<file path="src/rtl/multicycle_ctrl.sv">
// Multicycle CPU control FSM: FETCH/DECODE/EXEC/MEM/WB with a memory-wait timeout and a sticky TRAP.
// Strobes are decoded from the current state and mem_ready; a run flag holds them low until the first edge after reset.
module multicycle_ctrl #(
  parameter int MEM_TIMEOUT = 16
) (
  input  logic        clk,
  input  logic        rst_n,
  input  logic [6:0]  opcode,
  input  logic        zero,
  input  logic        mem_ready,
  output logic        mem_req,
  output logic        mem_we,
  output logic        ir_write,
  output logic        pc_write,
  output logic        pc_src,
  output logic        reg_write,
  output logic        mem_to_reg,
  output logic        alu_src,
  output logic [1:0]  alu_op,
  output logic [2:0]  state,
  output logic        illegal,
  output logic [31:0] retired
);

  typedef enum logic [2:0] {
    S_FETCH  = 3'd0,
    S_DECODE = 3'd1,
    S_EXEC   = 3'd2,
    S_MEM    = 3'd3,
    S_WB     = 3'd4,
    S_TRAP   = 3'd5
  } state_t;

  typedef enum logic [2:0] {
    C_R   = 3'd0,
    C_I   = 3'd1,
    C_LD  = 3'd2,
    C_SD  = 3'd3,
    C_BEQ = 3'd4
  } cls_t;

  localparam logic [7:0] WAIT_LAST = 8'(MEM_TIMEOUT - 1);

  state_t     cur, nxt;
  cls_t       cls, dec_cls;
  logic       dec_ok;
  logic       run;
  logic [7:0] wait_cnt;
  logic       timed_out;
  logic       retire;

  always_comb begin
    dec_ok  = 1'b1;
    dec_cls = C_R;
    case (opcode)
      7'b0110011: dec_cls = C_R;
      7'b0010011: dec_cls = C_I;
      7'b0000011: dec_cls = C_LD;
      7'b0100011: dec_cls = C_SD;
      7'b1100011: dec_cls = C_BEQ;
      default:    dec_ok  = 1'b0;
    endcase
  end

  // The last waiting cycle traps unless mem_ready arrives in that same cycle.
  assign timed_out = !mem_ready && (wait_cnt == WAIT_LAST);

  always_ff @(posedge clk or negedge rst_n) begin
    if (!rst_n) cur <= S_FETCH;
    else        cur <= nxt;
  end

  always_comb begin
    nxt = cur;
    case (cur)
      S_FETCH: begin
        if (run) begin
          if (mem_ready)      nxt = S_DECODE;
          else if (timed_out) nxt = S_TRAP;
        end
      end
      S_DECODE: nxt = dec_ok ? S_EXEC : S_TRAP;
      S_EXEC: begin
        case (cls)
          C_LD, C_SD: nxt = S_MEM;
          C_BEQ:      nxt = S_FETCH;
          default:    nxt = S_WB;
        endcase
      end
      S_MEM: begin
        if (mem_ready)      nxt = (cls == C_SD) ? S_FETCH : S_WB;
        else if (timed_out) nxt = S_TRAP;
      end
      S_WB:    nxt = S_FETCH;
      S_TRAP:  nxt = S_TRAP;
      default: nxt = S_TRAP;
    endcase
  end

  always_comb begin
    mem_req    = 1'b0;
    mem_we     = 1'b0;
    ir_write   = 1'b0;
    pc_write   = 1'b0;
    pc_src     = 1'b0;
    reg_write  = 1'b0;
    mem_to_reg = 1'b0;
    alu_src    = 1'b0;
    alu_op     = 2'b00;
    case (cur)
      S_FETCH: begin
        if (run) begin
          mem_req  = 1'b1;
          ir_write = mem_ready;
          pc_write = mem_ready;
        end
      end
      S_EXEC: begin
        case (cls)
          C_R:     alu_op = 2'b10;
          C_I:     begin alu_op = 2'b11; alu_src = 1'b1; end
          C_BEQ:   begin alu_op = 2'b01; pc_src = 1'b1; pc_write = zero; end
          default: alu_src = 1'b1;
        endcase
      end
      S_MEM: begin
        mem_req = 1'b1;
        mem_we  = (cls == C_SD);
        alu_src = 1'b1;
      end
      S_WB: begin
        reg_write  = 1'b1;
        mem_to_reg = (cls == C_LD);
      end
      default: ;
    endcase
  end

  assign state   = cur;
  assign illegal = (cur == S_TRAP);
  assign retire  = (cur == S_WB)
                 || (cur == S_MEM  && mem_ready && cls == C_SD)
                 || (cur == S_EXEC && cls == C_BEQ);

  always_ff @(posedge clk or negedge rst_n) begin
    if (!rst_n) begin
      run      <= 1'b0;
      wait_cnt <= 8'd0;
      cls      <= C_R;
      retired  <= 32'd0;
    end else begin
      run <= 1'b1;
      if (nxt != cur)
        wait_cnt <= 8'd0;
      else if (run && !mem_ready && (cur == S_FETCH || cur == S_MEM))
        wait_cnt <= wait_cnt + 8'd1;
      if (cur == S_DECODE && dec_ok)
        cls <= dec_cls;
      if (retire)
        retired <= retired + 32'd1;
    end
  end

endmodule

</file>
<file path="config.mk">
export PLATFORM = sky130hd
export DESIGN_NAME = multicycle_ctrl
export DESIGN_NICKNAME = d
export VERILOG_FILES = /design/src/rtl/multicycle_ctrl.sv
export SDC_FILE = /design/constraint.sdc
export NUM_CORES = 1
export LEC_CHECK = 0
export CAP_MARGIN = 20
export CORE_MARGIN = 5
export CORE_UTILIZATION = 40
export CTS_BUF_LIST = sky130_fd_sc_hd__clkbuf_4 sky130_fd_sc_hd__clkbuf_8
export CTS_CLUSTER_SIZE = 16
export DETAILED_ROUTE_END_ITERATION = 16
export GPL_ROUTABILITY_DRIVEN = 0
export PLACE_DENSITY = 0.73
export SETUP_SLACK_MARGIN = 0.05
export SLEW_MARGIN = 20
export SYNTH_ARGS = -nofsm -noshare
export SYNTH_HDL_FRONTEND = slang
export SYNTH_SLANG_ARGS = --single-unit
export TNS_END_PERCENT = 30
</file>
<file path="constraint.sdc">
create_clock -name clk -period 2 [get_ports clk]
set_input_delay 0.2 -clock clk [delete_from_list [all_inputs] [get_ports clk]]
set_output_delay 0.2 -clock clk [all_outputs]
set_load 0.01 [all_outputs]
</file>
Word-level counts from Yosys, hierarchy flattened
Index checks and enable logic that the tools add are counted.
{"block": "word_totals", "register_bits": 47, "input_bits": 11, "output_inout_bits": 46, "elab_cells": 67}
{"block": "op_classes", "n_addsub": 2, "n_eq_ne": 16, "muxes": 27, "reduce_logical": 17}
{"operator": "32-bit by 1-bit adder with 32-bit output (second input constant)", "count": 1}
{"operator": "3-bit two-way mux", "count": 6}
{"operator": "8-bit two-way mux", "count": 2}
{"operator": "3-bit case mux with 5 select lines", "count": 1}
{"operator": "7-bit by 6-bit == test with 1-bit output (second input constant)", "count": 2}
{"operator": "3-bit by 2-bit == test with 1-bit output (second input constant)", "count": 4}
{"operator": "3-bit case mux with 4 select lines", "count": 1}
{"operator": "1-bit two-way mux", "count": 11}
{"operator": "3-bit == test (second input constant)", "count": 3}
{"operator": "8-bit by 1-bit adder with 8-bit output (second input constant)", "count": 1}
{"operator": "8-bit by 4-bit == test with 1-bit output (second input constant)", "count": 1}
{"operator": "7-bit by 2-bit == test with 1-bit output (second input constant)", "count": 1}
{"operator": "7-bit by 5-bit == test with 1-bit output (second input constant)", "count": 1}
{"operator": "7-bit == test (second input constant)", "count": 1}
{"operator": "1-bit logical AND", "count": 7}
{"operator": "3-bit by 1-bit == test with 1-bit output (second input constant)", "count": 2}
{"operator": "3-bit zero test", "count": 2}
{"operator": "1-bit case mux with 2 select lines", "count": 3}
{"operator": "2-bit case mux with 3 select lines", "count": 1}
{"operator": "3-bit case mux with 2 select lines", "count": 1}
{"operator": "5-bit OR reduction", "count": 1}
{"operator": "2-bit OR reduction", "count": 2}
{"operator": "1-bit logical OR", "count": 3}
{"operator": "3-bit inequality test", "count": 1}
{"operator": "other kinds (3)", "count": 3}

Longest topological paths before layout
Gate-level depths: netlist of run 1.
{"block": "logic_depth", "word_depth": 8, "ltp_mapped": 7, "mapped_depth_nobuf": 6}

Worst setup path after synthesis of run 1
No wires, ideal clock.
{"block": "synth_path", "path_type": "register to register", "from": "register cur[2], in the netlist state[2]", "to": "register retired[29]", "setup_time_ns": 0.126, "arrival_ns": 1.791, "required_time_ns": 1.874, "path_slack_ns": 0.083, "path_stages_with_launch": 7, "n_path_buf": 1, "synth_period_minus_slack_ns": 1.917, "path_cell_list": "dfrtp_1 or4b_4 o22ai_2 o2111a_2 buf_6 nand4_2 xnor2_1"}
{"block": "synth_between", "elab_chain_len": 5, "elab_cells_between_ends": 8, "cone_classes": "3 x eq/ne; 5 x reduce/logical"}
{"item": "start: declaration", "line": "44", "source": "state_t cur, nxt;"}
{"item": "start signal: assignment", "line": "70", "source": "else cur <= nxt;"}
{"item": "3-bit by 2-bit == test with 1-bit output", "line": "142", "source": "|| (cur == S_MEM && mem_ready && cls == C_SD)"}
{"item": "1-bit logical AND (2 in a row)", "line": "142"}
{"item": "1-bit logical OR", "line": "142"}
{"item": "1-bit logical OR (*)", "line": "143", "source": "|| (cur == S_EXEC && cls == C_BEQ);"}
{"item": "end signal: assignment", "line": "160", "source": "retired <= retired + 32'd1;"}
{"item": "end: declaration", "line": "22", "source": "output logic [31:0] retired"}
Mark *: on every way between the ends. The rest lies on a longest branch, timed or not.
A chain may end at the register's enable or synchronous reset.

Worst setup path in the final report of run 1
{"block": "layout_path", "from": "register cur[0], in the netlist state[0]", "to": "register wait_cnt[0]"}
{"block": "layout_between", "elab_chain_len": 6, "elab_cells_between_ends": 15, "cone_classes": "5 x eq/ne; 6 x mux; 4 x reduce/logical"}
{"item": "3-bit two-way mux", "line": "79, 92"}
{"item": "3-bit two-way mux", "line": "78", "source": "if (mem_ready) nxt = S_DECODE;"}
{"item": "3-bit two-way mux", "line": "77", "source": "if (run) begin"}
{"item": "3-bit case mux with 5 select lines", "line": "75", "source": "case (cur)"}
{"item": "3-bit inequality test", "line": "153", "source": "if (nxt != cur)"}
{"item": "8-bit two-way mux or 2-bit nonzero test (tied branches)"}
{"item": "end signal: assignment", "line": "156", "source": "wait_cnt <= wait_cnt + 8'd1;"}
{"item": "end: declaration", "line": "48", "source": "logic [7:0] wait_cnt;"}
Parallel ways exist; a longest one is shown, timed or not.

==> flow_summary.ini, run 1 <==
[synthesis]
synthCells = 257
avgSynthCellArea_um2 = 10.2
seq_area_frac_synth = 0.448
synth_nets = 270
ys_ff_latch = 47
ys_warn_count = 0
netlist-cell-type-count = 56
netlist_area_mm2 = 0.00262
synth-main-ff-cell = dfrtp_1
synth_edf_count = 0
synthArstFlopShare = 1.00

[global_routing]
antenna_found_initial = 0
globalRouteTotalUtil = 0.160
overflow = 0
grt_pass1_vias = 2286
grt_max_degree = 24
grt_pass1_wl_mm = 11.1

[worst_setup_path]
path_cells = buf_6 > buf_6 > or4b_4 > nor4_4 > a311oi_1 > buf_4 > o21ai_4 > nor3_1
max_stage_delay_ps = 530
crit_path_start_kind = register
r2r-end = wait_cnt[0]
path_class = reg2reg
crit_start = state[0]
r2r_setup_slack_ps = 80
crit_slowest_cell = or4b_4
arrival_ps = 2090
required_ps = 2170
r2r_cells = 8
critPathMaxFanout = 8
cp-end-kind = register
rr_startpoint = state[0]
crit_top_cell = buf_6

[floorplan]
dieArea_mm2 = 0.00828
die_w_um = 91.0
fp.coreArea_mm2 = 0.00635
start_util = 0.413
num_rows = 29
die_y_um = 91.0
io-pin-count = 57

[final_layout]
drive_gt1_frac = 0.235
post-route-cell-area_mm2 = 0.00370
final_core_util = 0.583
area_growth_pct = 41.1
n_antenna_cell = 0
nets = 353

[clocking]
cts-root-buf = clkbuf_8
clock-sinks = 47
tritoncts = built
numCtsBuffers = 5
htreeDepth = 2
clk_pin_slew_ps = 90
clk_latency_ps = 300
cts.path.max_buffers = 2

[place]
io_buffers = 56
dp_worst_setup_slack_ps = -109
place_area_mm2 = 0.00344
hpwlAfterDp_mm = 4.61

[min_path]
hold_class = in2async

[power]
ir_drop_mv = 0.702
powerDensity_mw_per_mm2 = 825
leakagePower_nw = 1.60

[drt]
drt-pass1-iter-count = 4
vias_per_cell = 5.48
drtIter0Drc = 81
drcViolationCount = 0
postRouteAntennaNets = 0
wl_per_cell_um = 15.6
routed_wl_mm = 6.50
routed-via-count = 2286

[job]
cap_violations = 0

[sta]
rsz0062_at_grt = true
period_share = 0.961
setup_viol = 0
clock_skew_ps = 10.1
tightest_slew_ps = 504
timing.final.crit_period_ps = 1920
hold_viol_final = 0
final-max-slew-violation-count = 0
max_slew_margin = 0.664
layout_setup_ws_ps = 78.9
tns_ps = 0
max_freq_mhz = 521

[outcome]
status = finished, final reports clean
worst max-delay path, delay by kind of cell (launching register included):
| kind | cells | cell delay (ps) |
|---|---|---|
| flip-flops | 1 | 420 |
| AND/OR/NAND/NOR | 3 | 780 |
| AO/OA/AOI/OAI | 2 | 190 |
| buffers and inverters | 3 | 400 |
Yosys cell counts (3+ instances only):
cell / n / area (um^2)
and4_1: 4 / 35.0
nor3b_1: 4 / 30.0
xnor2_1: 30 / 263
a21oi_1: 3 / 15.0
nand3_1: 11 / 55.1
nor4_1: 5 / 31.3
buf_2: 6 / 30.0
and3_1: 7 / 43.8
nand2b_1: 6 / 37.5
clkbuf_1: 3 / 11.3
o21ai_0: 4 / 20.0
dfrtp_1: 47 / 1180
nor3_1: 12 / 60.1
xor2_1: 10 / 87.6
nor2_1: 14 / 52.6
and2_1: 7 / 43.8
nand2_1: 18 / 67.6
nand4_1: 15 / 93.8
sequential cells by signal, summed over array words and instances, names as in the netlist:
signal / count
retired: 32
wait_cnt: 8
state: 3
run: 1
cls: 3
repair_timing:
action | in CTS | in global routing
pin swaps | 3 | 16
hold endpoints to repair | 21 | 0
buffers inserted | 1 | 2
endpoints found under the setup margin | 29 | 36
hold buffers | 1 | 0
resized for setup | 31 | 28
gates cloned | 0 | 0
stage by stage:
stage	cells	power, mW	hold slack (ps)
after global routing	417	3.22	440
final	417	3.05	393
after CTS	415	2.93	395
after floorplan	257	1.75	-95.6
after global placement	406	2.19	193
after detailed placement	406	2.21	194
area by class of cell:
cell class	count	area, um^2
clock buffer	6	76.3
clock inverter	1	30.0
fill	543	2650
inverter	2	7.51
multi-input combinational	196	1520
sequential	47	1180
tap	77	96.3
timing repair buffer	88	801
routing by layer:
metal  share of wire  vias up  GRT usage
li1                -     1091          -
met3           0.054       12     0.0364
met2            0.48       68      0.252
met1            0.45     1115      0.219
met5               0        -          0
met4           0.017        0     0.0477
cell usage in the layout, fill, tap and decap left out, types with 3 or more instances in the layout:
cell type,Yosys,layout
nor3_2,1,4
buf_6,1,3
a21oi_1,3,3
dlygate4sd2_1,0,5
clkbuf_8,0,5
nor4_2,2,3
clkdlybuf4s50_1,0,44
nand2_1,18,18
nor4_1,5,3
buf_4,2,27
dfrtp_1,47,47
nor3b_1,4,3
and4_1,4,3
and2_1,7,6
buf_2,6,5
nand3_1,11,11
nand2b_1,6,5
o21ai_0,4,4
nand4_1,15,15
xnor2_1,30,29
xor2_1,10,9
nor2_1,14,12
nor3_1,12,9
and3_1,7,7
where the power goes:
| group | leakage (nW) | internal (mW) | switching, mW |
|---|---|---|---|
| Combinational | 0.900 | 0.595 | 0.606 |
| Sequential | 0.642 | 1.05 | 0.122 |
| Clock | 0.0547 | 0.380 | 0.302 |
cells by family after synthesis:
logic type,share of synthesized area
other,0.00143
and+or+nand+nor,0.293
adders and majority gates,0.00954
AOI/OAI and AO/OA,0.0777
xor gates and xnor gates,0.134
buffers and inverters,0.0286
muxes,0.00811
DFF,0.448
how the worst max path moves through the flow:
stage,endpoint,slack (ps)
final,wait_cnt[0],80
after global routing,retired[31],-60
after CTS,pc_write,-30
after detailed placement,wait_cnt[1],-110
after global placement,wait_cnt[1],-60
after floorplan,retired[29],80
Power figures use the tool's default switching activity.
==> run 2, diff against run 1 <==
Settings changed: CAP_MARGIN 20 to unset, HOLD_SLACK_MARGIN set to 0.02, SLEW_MARGIN 20 to unset.
==> results of run 2 <==
Final layout, timing and power as in run 1 (identical DEF).
